--- config.mk ---
export PLATFORM = sky130hd
export DESIGN_NAME = serial_adder
export DESIGN_NICKNAME = d
export VERILOG_FILES = /design/src/rtl/serial_adder.sv
export SDC_FILE = /design/constraint.sdc
export NUM_CORES = 1
export LEC_CHECK = 0
export CORE_ASPECT_RATIO = 0.9
export CORE_MARGIN = 4
export CORE_UTILIZATION = 50
export CTS_CLUSTER_SIZE = 16
export DETAILED_ROUTE_END_ITERATION = 7
export PLACE_DENSITY = 0.88
export SLEW_MARGIN = 20
export SYNTH_ARGS = -nofsm -noshare
export SYNTH_HDL_FRONTEND = slang
export SYNTH_SLANG_ARGS = --single-unit
--- constraint.sdc ---
create_clock -name clk -period 1.6 [get_ports clk]
set_input_delay 0.24 -clock clk [delete_from_list [all_inputs] [get_ports clk]]
set_output_delay 0.24 -clock clk [all_outputs]
set_load 0.05 [all_outputs]
--- src/rtl/serial_adder.sv ---
// rtl/serial_adder.sv - digit-serial two's-complement adder/subtractor
// Ports:
//    clk       : clock, rising edge
//    reset_n   : asynchronous active-low reset
//    in_valid  : operand set presented      in_ready  : accepting (IDLE only)
//    a, b      : WIDTH-bit operands          cin       : carry-in (ignored when sub=1)
//    sub       : 0 = a + b, 1 = a - b
//    out_valid : result held (DONE only)     out_ready : consumer takes result
//    s         : WIDTH-bit sum/difference    cout      : MSB carry (1 = no borrow on sub)
//    ovf       : signed overflow
module serial_adder #(
   parameter int WIDTH = 8,
   parameter int DIGIT = 1
) (
   input  logic             clk,
   input  logic             reset_n,
   input  logic             in_valid,
   output logic             in_ready,
   input  logic [WIDTH-1:0] a,
   input  logic [WIDTH-1:0] b,
   input  logic             cin,
   input  logic             sub,
   output logic             out_valid,
   input  logic             out_ready,
   output logic [WIDTH-1:0] s,
   output logic             cout,
   output logic             ovf
);

   localparam int NDIG = WIDTH / DIGIT;
   localparam int CW   = (NDIG > 1) ? $clog2(NDIG) : 1;
   localparam logic [CW-1:0] LAST = CW'(NDIG - 1);

   generate
      if (WIDTH < 2 || DIGIT < 1 || (WIDTH % DIGIT) != 0) begin : g_param_check
         $error("serial_adder: WIDTH must be >= 2 and a multiple of DIGIT");
      end
   endgenerate

   typedef enum logic [1:0] {IDLE, RUN, DONE} state_t;

   state_t           state;
   logic [CW-1:0]    cnt;
   logic [WIDTH-1:0] a_reg;
   logic [WIDTH-1:0] b_reg;
   logic [WIDTH-1:0] res;
   logic             carry;
   logic             cout_reg;
   logic             ovf_reg;

   logic [DIGIT:0]   dsum;
   logic             c_msb;

   // One digit of the ripple: low DIGIT bits of both operands plus the
   // carry from the previous digit.
   always_comb begin
      dsum  = {1'b0, a_reg[DIGIT-1:0]} + {1'b0, b_reg[DIGIT-1:0]} + {{DIGIT{1'b0}}, carry};
      // Carry into the top bit of this digit, recovered from the sum bit
      // and its two addend bits; only meaningful on the final digit.
      c_msb = dsum[DIGIT-1] ^ a_reg[DIGIT-1] ^ b_reg[DIGIT-1];
   end

   always_ff @(posedge clk or negedge reset_n) begin
      if (!reset_n) begin
         state    <= IDLE;
         cnt      <= '0;
         a_reg    <= '0;
         b_reg    <= '0;
         res      <= '0;
         carry    <= 1'b0;
         cout_reg <= 1'b0;
         ovf_reg  <= 1'b0;
      end else begin
         case (state)
            IDLE: begin
               if (in_valid) begin
                  // Subtraction is a + ~b + 1.
                  a_reg <= a;
                  b_reg <= b ^ {WIDTH{sub}};
                  carry <= sub | cin;
                  cnt   <= '0;
                  state <= RUN;
               end
            end
            RUN: begin
               a_reg <= a_reg >> DIGIT;
               b_reg <= b_reg >> DIGIT;
               // Digits enter at the MSB end so the first (least significant)
               // digit lands at bit 0 after NDIG shifts.
               res   <= (res >> DIGIT) | (WIDTH'(dsum[DIGIT-1:0]) << (WIDTH - DIGIT));
               carry <= dsum[DIGIT];
               cnt   <= cnt + CW'(1);
               if (cnt == LAST) begin
                  cout_reg <= dsum[DIGIT];
                  ovf_reg  <= c_msb ^ dsum[DIGIT];
                  state    <= DONE;
               end
            end
            DONE: begin
               if (out_ready) begin
                  state <= IDLE;
               end
            end
            default: state <= IDLE;
         endcase
      end
   end

   assign in_ready  = (state == IDLE);
   assign out_valid = (state == DONE);
   assign s         = res;
   assign cout      = cout_reg;
   assign ovf       = ovf_reg;

endmodule

Yosys cells after proc, flatten, opt, wreduce, memory -nomap -nowiden
Index checks and enable logic that the tools add are counted.

cells by class
  $add $sub $neg = 3
  equal/unequal tests = 6
  multiplexer cells = 12
  bitwise operators = 6
  reductions and logical operators = 5

operator list
  kind                                                    count
  case mux 8 bit (2 select lines)                         2
  2-to-1 mux 8 bit                                        2
  OR 7 x 8 -> 8 bit                                       1
  XOR 8 bit                                               1
  2-to-1 mux 2 bit                                        3
  case mux 2 bit (3 select lines)                         1
  case mux 3 bit (2 select lines)                         1
  inequality test 2 bit (second input constant)           2
  AND reduction 2 bit                                     2
  adder 3 x 1 -> 3 bit (second input constant)            1
  equality test 3 bit (second input constant)             1
  2-to-1 mux 3 bit                                        1
  AND reduction 3 bit                                     1
  XOR 1 bit                                               3
  adder 1 x 1 -> 2 bit                                    1
  adder 2 x 1 -> 2 bit                                    1
  equality test 2 x 1 -> 1 bit (second input constant)    1
  equality test 2 bit (second input constant)             1
  logical NOT 2 bit                                       1
  inequality test 2 x 1 -> 1 bit (second input constant)  1
  case mux 1 bit (2 select lines)                         1
  nonzero test 2 bit                                      1
  2-to-1 mux 1 bit                                        1
  OR 1 bit                                                1

storage, ports and cells
  flip-flop bits (word level) = 32
  bits of input ports = 22

Logic depth before layout (Yosys ltp)
Gate-level depths: netlist (run 1).

  depth in word-level cells = 5
  gate-level depth with buffers = 5
  depth with buffers taken out = 5

Least setup slack after synthesis (run 1)
OpenSTA, ideal clock, no wires.

  path kind = register -> output
  start = reg state[1]
  end = out in_ready
  data arrival time = 1.401 ns
  setup slack = -0.041 ns
  cell stages (with the launch flop) = 4
  buffers on the path = 2
  cell sequence = dfrtp_1 buf_2 clkbuf_1 nor2_1

on the way
  word-level cells in the longest chain between the ends = 1

RTL lines
  element                   RTL line  source
  start: declaration        42        state_t state;
  start signal: assignment  65        state <= IDLE;
  start signal: assignment  82        state <= RUN;
  start signal: assignment  96        state <= DONE;
  logical NOT 2 bit         109       assign in_ready = (state == IDLE);
  end: declaration          18        output logic in_ready,

No other way between the ends.

Final worst setup path (run 1)
  start = reg state[0]
  end = out in_ready

The elaborated chain is that of the path after synthesis.

==> results.md, run 1 <==
- Outcome: complete, no violations
- Worst Clk Skew: 0.004353 ns
- Overflow after GRT: 0
- Synthesis-stage register bit count: 32
- Yosys top cell by area: dfrtp_1
- Share of the synthesized area in the top cell type: 0.5153
- F_max: 657.6 MHz
- Die area: 0.004065 mm2
- Syn Area/Cell: 9.534 um2
- Pwr dens: 1879 mW/mm2
- CTS tree: yes
- Clock buffer depth: 2
- Least-Margin Pin Slew: 0.6224 ns
- Seq pwr share: 0.361
- Critical Path Fanout Max: 17
- RSZ-0062 raised after global routing: no
- Clock share of power: 0.155
- Met3 routed WL: 193 um
- Pleak: 0.9450 nW
- Vias in the first global route: 1382
- Post-Layout Cell Count: 244
- Top post-synthesis cells by area: dfrtp_1, nand2_1, a22oi_1
- Clock slew at reported path FFs: 0.10 ns
- Reg2reg setup slack: 0.10 ns
- Met1 WL: 1448 um
- Share of the yosys chip area belonging to registers: 0.5153
- # IOs: 34
- Relative slew slack: 0.5842
- Crit path capture type: output port
- Setup CP Type: reg -> out
- Post-synthesis cell area: 0.001554 mm2
- Die width: 66.77 um
- Worst skew pair latency: 0.33 ns
- Antenna Cells: 0
- First-pass GRT wire length: 5940 um
- Ys async rst share: 1.000
- Placed Area: 0.001948 mm2
- Highest routed layer: met4
- Fraction of layout cells with a size suffix above 1: 0.1814
- Die Y: 60.89 um
- Detailed Routing Iterations Pass 1: 4
- Largest net degree at the start of global routing: 33
- Switch share: 0.4201
- Critical Path AT: 1.28 ns
- Peak VDD IR: 0.0007722 V
- Multi-input combinational cell area: 694.4 um2
- Crit start category: flip-flop
- # placed instances: 234
- Drt total wl: 3474 um
- Max-cap violation count: 0
- Netlist cell types: 22
- Syn Nets: 188
- Clk root buf: clkbuf_4
- Setup violators final: 0
- Min Tclk post-route: 1.521 ns
- Int Power: 2.230 mW
- Number of fill cells: 222
- Sink Count: 32
- Synth warnings: 0
- CP required: 1.36 ns
- Total number of vias: 1317
- Hold Violations, Final: 0
- CTS H-tree lvls: 2
- Final max-slew violation count: 0
- Syn Inst Count: 163
- Final Total Pwr: 3.846 mW
- Number of port buffers: 33
- Antenna violations before repair: 0
- Core box area: 0.002860 mm2
- Overall routing resource usage: 0.1967
- Vias per cell: 5.398
- DRC viols: 0
- Register area: 803.3 um2
- Starting density of the core: 0.5433
- Gpl congestion: 0.7692
- Layout Nets: 228
- Met2 WL: 1796 um
- Post-synth top flop: dfrtp_1
- Remaining antenna violation count: 0
- Min-delay worst type: in -> async
- Sw power: 1.616 mW
- Number of synthesized flops with an enable pin: 0
- Fin crit share: 0.9504
- Detailed placement HPWL: 2549 um
- Non-Filler Cell Area, Final: 0.002047 mm2
- WL/cell: 14.24 um
- Most frequent cells in the layout: nand2_1, dfrtp_1, buf_4
- Part of the power in combinational logic: 0.484
- Core Rows: 18
- Commonest non-fill, non-tap cell in the layout: nand2_1
- DR iter-0 viols: 62
- Inserted Clock Buffers: 5
- Synth-to-Final Area Change: 31.72%
-- power by group through the flow --
stage          Clock (mW)  Sequential [mW]  Combinational (mW)
5_1_grt             0.656             1.44                2.03
3_5_place_dp            0             1.41                1.81
2_1_floorplan           0             1.68               0.960
3_3_place_gp            0             1.38                1.74
6_report            0.595             1.39                1.86
4_1_cts             0.607             1.40                1.82
-- synth_stat cells, types with 3 or more instances --
cell type  number
o21ai_0        21
buf_4           3
a22oi_1        14
a21oi_1        10
xor2_1          8
clkbuf_1        7
nor2b_1        11
nand2_1        36
xnor2_1         3
dfrtp_1        32
-- worst paths after layout --
path                                            from                   end  cells past startpoint
worst max-delay path            state[0]$_DFFE_PN0P_              in_ready                      3
worst min-delay path                         reset_n  a_reg[1]$_DFFE_PN0P_                      2
worst max register to register  a_reg[0]$_DFFE_PN0P_       ovf$_DFFE_PN0P_                      4
worst min register to register      s[0]$_DFFE_PN0P_      s[0]$_DFFE_PN0P_                      2
max in group asynchronous                    reset_n  state[1]$_DFFE_PN0P_                      2
min in group clk                    s[0]$_DFFE_PN0P_      s[0]$_DFFE_PN0P_                      2
-- critical path, cell delays in order (launching register included) --
cell     delay [ns]
dfrtp_2        0.46
buf_4          0.21
nor2_4         0.14
buf_12         0.14
-- layer usage --
layer,up-vias,GRT usage
met2,40,0.3630
met3,5,0.06667
li1,628,-
met4,0,0.05507
met1,644,0.2171
met5,-,0
-- logic make-up after synthesis --
logic type | after synthesis | share of synthesized area
AO/OA/AOI/OAI | 48 | 0.1836
XOR/XNOR | 11 | 0.06200
adder cells (fa/ha/maj) | 3 | 0.02898
buffers and inverters | 14 | 0.04268
flip-flops | 32 | 0.5153
multiplexers | 1 | 0.009659
AND/OR/NAND/NOR | 54 | 0.1578
-- repair_timing --
action | CTS | global route
pin swaps | 0 | 0
setup endpoints to repair | 1 | 1
gates resized for setup | 1 | 2
hold buffers | 0 | 0
cloned | 0 | 0
setup buffers | 0 | 2
-- final cells by class --
cell class | count | share of cell area
tap | 40 | 0.02445
timing repair buffer | 45 | 0.2029
sequential | 32 | 0.3924
clock inverter | 2 | 0.01711
multi-input combinational | 117 | 0.3392
inverter | 2 | 0.003667
clock buffer | 6 | 0.02017
-- stage by stage --
step	hold slack, ns	worst slack [ns]	util	setup TNS (ns)
detailed placement	0.4654	-0.03586	0.6811	-0.1348
global placement	0.4606	0.06285	0.6811	0
CTS	0.3123	0.01102	0.7082	0
floorplan	-0.05559	0.1712	-	0
finish	0.3006	0.07930	0.7157	0
global route	0.3186	0.008343	0.7157	0
Power figures use the tool's default switching activity.
==> run 2, diff against run 1 <==
- CORE_ASPECT_RATIO: 0.9 -> not set
- CTS_CLUSTER_DIAMETER: not set -> 60
==> run 2 against run 1 <==
  * First-iteration DRC count up 3.2%
  * Sequential share of layout area rose by 0.87 points
  * Worst setup slack lost 0.0058 ns
  * Die area about the same
  * Clock-buffer cell count is 1 lower
  * Via count down 1.4%
  * Sequential power about the same
  * Clock power down 36%
  * Power is 5.9% lower
  * Combinational power is essentially flat
  * Cell count shrank 4.5%
  * Critical path depth is the same
  * Largest power group unchanged
  * Highest routed layer unchanged
==> results.md, run 2 (synthesis results as in run 1) <==
- DRC viols: 0
- CTS tree: yes
- Final Total Pwr: 3.619 mW
- Crit start category: flip-flop
- Critical Path AT: 1.29 ns
- Fraction of layout cells with a size suffix above 1: 0.1782
- Core Rows: 19
- Sink Count: 32
- Placed Area: 0.001922 mm2
- Detailed Routing Iterations Pass 1: 4
- Gpl congestion: 0.7800
- Min-delay worst type: in -> async
- Overflow after GRT: 0
- Min Tclk post-route: 1.527 ns
- Synth-to-Final Area Change: 29.07%
- Setup TNS: 0 ns
- Inserted Clock Buffers: 5
- Pwr dens: 1804 mW/mm2
- Number of port buffers: 33
- Antenna Cells: 0
- Worst path cell trace: buf_4 -> nor2_2 -> buf_12
- Register area: 804.5 um2
- Setup CP Type: reg -> out
- CTS hold repair buffers: 0
- Vias per cell: 5.575
- Least-Margin Pin Slew: 0.7694 ns
- Die Y: 63.75 um
- Pleak: 0.9339 nW
- Detailed placement HPWL: 2489 um
- Die width: 63.75 um
- Slowest library cell on the worst path: dfrtp_2
- Critical Path Max Stage Delay: 0.45 ns
- DR iter-0 viols: 64
- Setup violators final: 0
- Relative slew slack: 0.4860
- Die area: 0.004064 mm2
- Total number of vias: 1299
- CP required: 1.36 ns
- Overall routing resource usage: 0.1876
- Pre-CTS setup slack: -0.07899 ns
- First-pass GRT wire length: 5913 um
- Largest net degree at the start of global routing: 33
- Antenna violations before repair: 0
- Worst skew pair latency: 0.32 ns
- WL/cell: 14.40 um
- Most frequent cells in the layout: nand2_1, dfrtp_1, buf_4
- Multi-input combinational cell area: 689.4 um2
- Commonest non-fill, non-tap cell in the layout: nand2_1
- Starting density of the core: 0.5447
- Outcome: complete, no violations
- F_max: 655.1 MHz
- Clock buffer depth: 2
- Final max-slew violation count: 0
- Number of fill cells: 226
- Reg2reg setup slack: 0.13 ns
- Reg-to-Reg Start: carry$_DFFE_PN0P_
- R2R cell count: 4
- Peak VDD IR: 0.0008425 V
- Vias in the first global route: 1328
- Hold Violations, Final: 0
- Crit path capture type: output port
- CTS H-tree lvls: 2
- Critical Path Fanout Max: 16
- Fin crit share: 0.9541
- Non-Filler Cell Area, Final: 0.002006 mm2
- Reg2Reg Capture Point: ovf$_DFFE_PN0P_
- Drt total wl: 3355 um
- # IOs: 34
- Clock slew at reported path FFs: 0.09 ns
- Slack of the critical path: 0.07348 ns
- Remaining antenna violation count: 0
- Worst Clk Skew: 0.007927 ns
- Layout Nets: 229
- Clk root buf: clkbuf_4
- Core box area: 0.002853 mm2
- Core Util, Final: 0.7031
- RSZ-0062 raised after global routing: no
- Max-cap violation count: 0
## run 2: changes by cell type in the layout (fill, tap and decap cells not counted), sizes merged
cell | previous run | this run
clkbuf | 6 | 5
dlymetal6s2s | 0 | 1
clkinv | 1 | 0
bufinv | 1 | 0
## run 2: through the flow
stage	hold slack [ns]	cells
2_1_floorplan	-0.05559	163
3_3_place_gp	0.4596	223
3_5_place_dp	0.4773	223
4_1_cts	0.3160	228
5_1_grt	0.3322	233
6_report	0.3105	233
## run 2: layer usage
layer	vias to the layer above	wire length, um	GRT usage
met5	-	0	0
met4	0	55	0.06739
met3	10	203	0.07180
met2	43	1733	0.3220
met1	619	1364	0.2135
li1	627	-	-
## run 2: worst max-delay path: cells and delay by family, from the launching register on
kind	cells	cell delay, ns
flip-flops	1	0.45
AND/OR/NAND/NOR	1	0.16
buffers and inverters	2	0.35
## run 2: how the worst max path moves through the flow
| stage | from | end | slack [ns] | cells past startpoint |
|---|---|---|---|---|
| 5_1_grt | state[0]$_DFFE_PN0P_ | in_ready | 0.005 | 3 |
| 3_5_place_dp | in_valid | a_reg[2]$_DFFE_PN0P_ | -0.08 | 4 |
| 2_1_floorplan | a_reg[0]$_DFFE_PN0P_ | ovf$_DFFE_PN0P_ | 0.17 | 4 |
| 4_1_cts | state[0]$_DFFE_PN0P_ | in_ready | 0.01 | 3 |
| 6_report | state[0]$_DFFE_PN0P_ | in_ready | 0.07 | 3 |
| 3_3_place_gp | in_valid | b_reg[5]$_DFFE_PN0P_ | 0.01 | 4 |
## run 2: repair_timing
item | in CTS | in global routing
pin swaps | 0 | 2
resized for setup | 1 | 2
endpoints found under the setup margin | 1 | 6
buffers inserted | 0 | 5
## run 2: final cells by class
type / instances / area share
clock buffers: 5 / 0.01871
well taps: 31 / 0.01934
repair buffers: 46 / 0.2134
multi-input cells: 117 / 0.3437
flip-flops and latches: 32 / 0.4011
inverters: 2 / 0.003743
## run 2: where the power goes
group / leakage, nW / internal, mW / switching (mW)
logic: 0.504 / 0.773 / 1.09
clock network: 0.0230 / 0.146 / 0.235
registers: 0.407 / 1.14 / 0.241
==> edit (settings of run 2) <==
The parameter `WIDTH` goes from 8 to 4.
--- a/src/rtl/serial_adder.sv
+++ b/src/rtl/serial_adder.sv
@@ -9,7 +9,7 @@
 //    s         : WIDTH-bit sum/difference    cout      : MSB carry (1 = no borrow on sub)
 //    ovf       : signed overflow
 module serial_adder #(
-   parameter int WIDTH = 8,
+   parameter int WIDTH = 4,
    parameter int DIGIT = 1
 ) (
    input  logic             clk,
Ports: changed (resized a, b and s); port bits go from 34 to 22. The function was not compared with the original's and may differ.
==> edit against run 2 <==
Maximum frequency grew 0.84%. Wire length shrank 35%. Design area shrank 36%. Sequential cell count shrank 13. Synthesized area shrank 37%. Power shrank 27%. First-iteration DRC count shrank 47%. Worst setup slack gained 13 ps. Largest power group unchanged.
==> edit: results (changes against run 2) <==
IO buf count: 21 (was 33)
Slowest stage delay, CP: 590 ps (was 450 ps)
Commonest cells post-synth: dfrtp_1, nand2_1, a21oi_1, o21ai_0, and2b_2 (was nand2_1, dfrtp_1, o21ai_0)
Metal-1 WL: 948 um (was 1360 um)
Routability cong.: 0.811 (was 0.780)
Layout cell share with drive strength beyond 1: 25.6% (was 17.8%)
Status: finished clean (unchanged)
Worst reg2reg setup slack: 90 ps (was 130 ps)
H-tree depth: 1 (was 2)
P_seq: 856 uW (was 1380 uW)
Met3 usage in global routing: 4.84% (was 7.18%)
Met2 routed WL: 1040 um (was 1730 um)
Detailed placement HPWL: 1620 um (was 2490 um)
NumNets Final: 146 (was 229)
Met1 usage in global routing: 21.7% (was 21.3%)
Total routed wirelength: 2200 um (was 3360 um)
Sequential area share after synthesis: 48.5% (was 51.5%)
Number of global-route vias before repair: 862 (was 1328)
Clock transition at the registers of the reported paths: 120 ps (was 90 ps)
Slowest CP cell: fa_1 (was dfrtp_2)
CP max FO: 3 (was 16)
DRT iter0 DRCs: 34 (was 64)
Met3 wire len: 149 um (was 203 um)
Sequential share of power: 32.4% (was 38.1%)
First-pass GRT wire length: 3690 um (was 5910 um)
Met2 Use GR: 31.8% (was 32.2%)
Unique masters post-synth: 26 (was 22)
P_sw: 1180 uW (was 1560 uW)
Clock Skews: 18.2 ps (was 7.93 ps)
-- edit: worst paths after layout --
check,start,to,cells past startpoint
worst max-delay path,a_reg[0]$_DFFE_PN0P_,ovf$_DFFE_PN0P_,4
worst min-delay path,reset_n,s[0]$_DFFE_PN0P_,2
worst max register to register,a_reg[0]$_DFFE_PN0P_,ovf$_DFFE_PN0P_,4
worst min register to register,s[2]$_DFFE_PN0P_,s[1]$_DFFE_PN0P_,2
max in group asynchronous,reset_n,state[1]$_DFFE_PN0P_,2
min in group clk,s[2]$_DFFE_PN0P_,s[1]$_DFFE_PN0P_,2
-- edit: stage by stage --
stage                     instances  cell area [um2]  setup slack [ps]
after CTS                       150             1260              57.4
final                           154             1290              86.3
after floorplan                  99              980              47.9
after global routing            154             1290              20.5
after global placement          145             1220               138
after detailed placement        145             1220              76.2
-- edit: timing repair --
| action | 4_1_cts | 5_1_grt |
|---|---|---|
| buffers inserted | 1 | 4 |
| setup endpoints to repair | 2 | 2 |
| gates resized for setup | 2 | 1 |
| pin swaps | 0 | 1 |
-- edit: cell type report --
cell class	count	area (um2)
clock inverters	1	5.00
inverters	1	3.75
flip-flops and latches	19	479
well taps	25	31.3
multi-input cells	73	453
fillers	134	490
clock buffers	3	22.5
repair buffers	32	298
-- edit: logic make-up (layout without fill, tap and decap cells) --
| group | Yosys count | count (layout) | synth area share [%] |
|---|---|---|---|
| AO/OA/AOI/OAI | 28 | 28 | 17.2 |
| AND/OR/NAND/NOR | 35 | 35 | 18.3 |
| buffers and inverters | 7 | 37 | 5.24 |
| flip-flops | 19 | 19 | 48.5 |
| adder cells (fa/ha/maj) | 2 | 2 | 3.32 |
| multiplexers | 1 | 1 | 1.15 |
| XOR/XNOR | 7 | 7 | 6.26 |
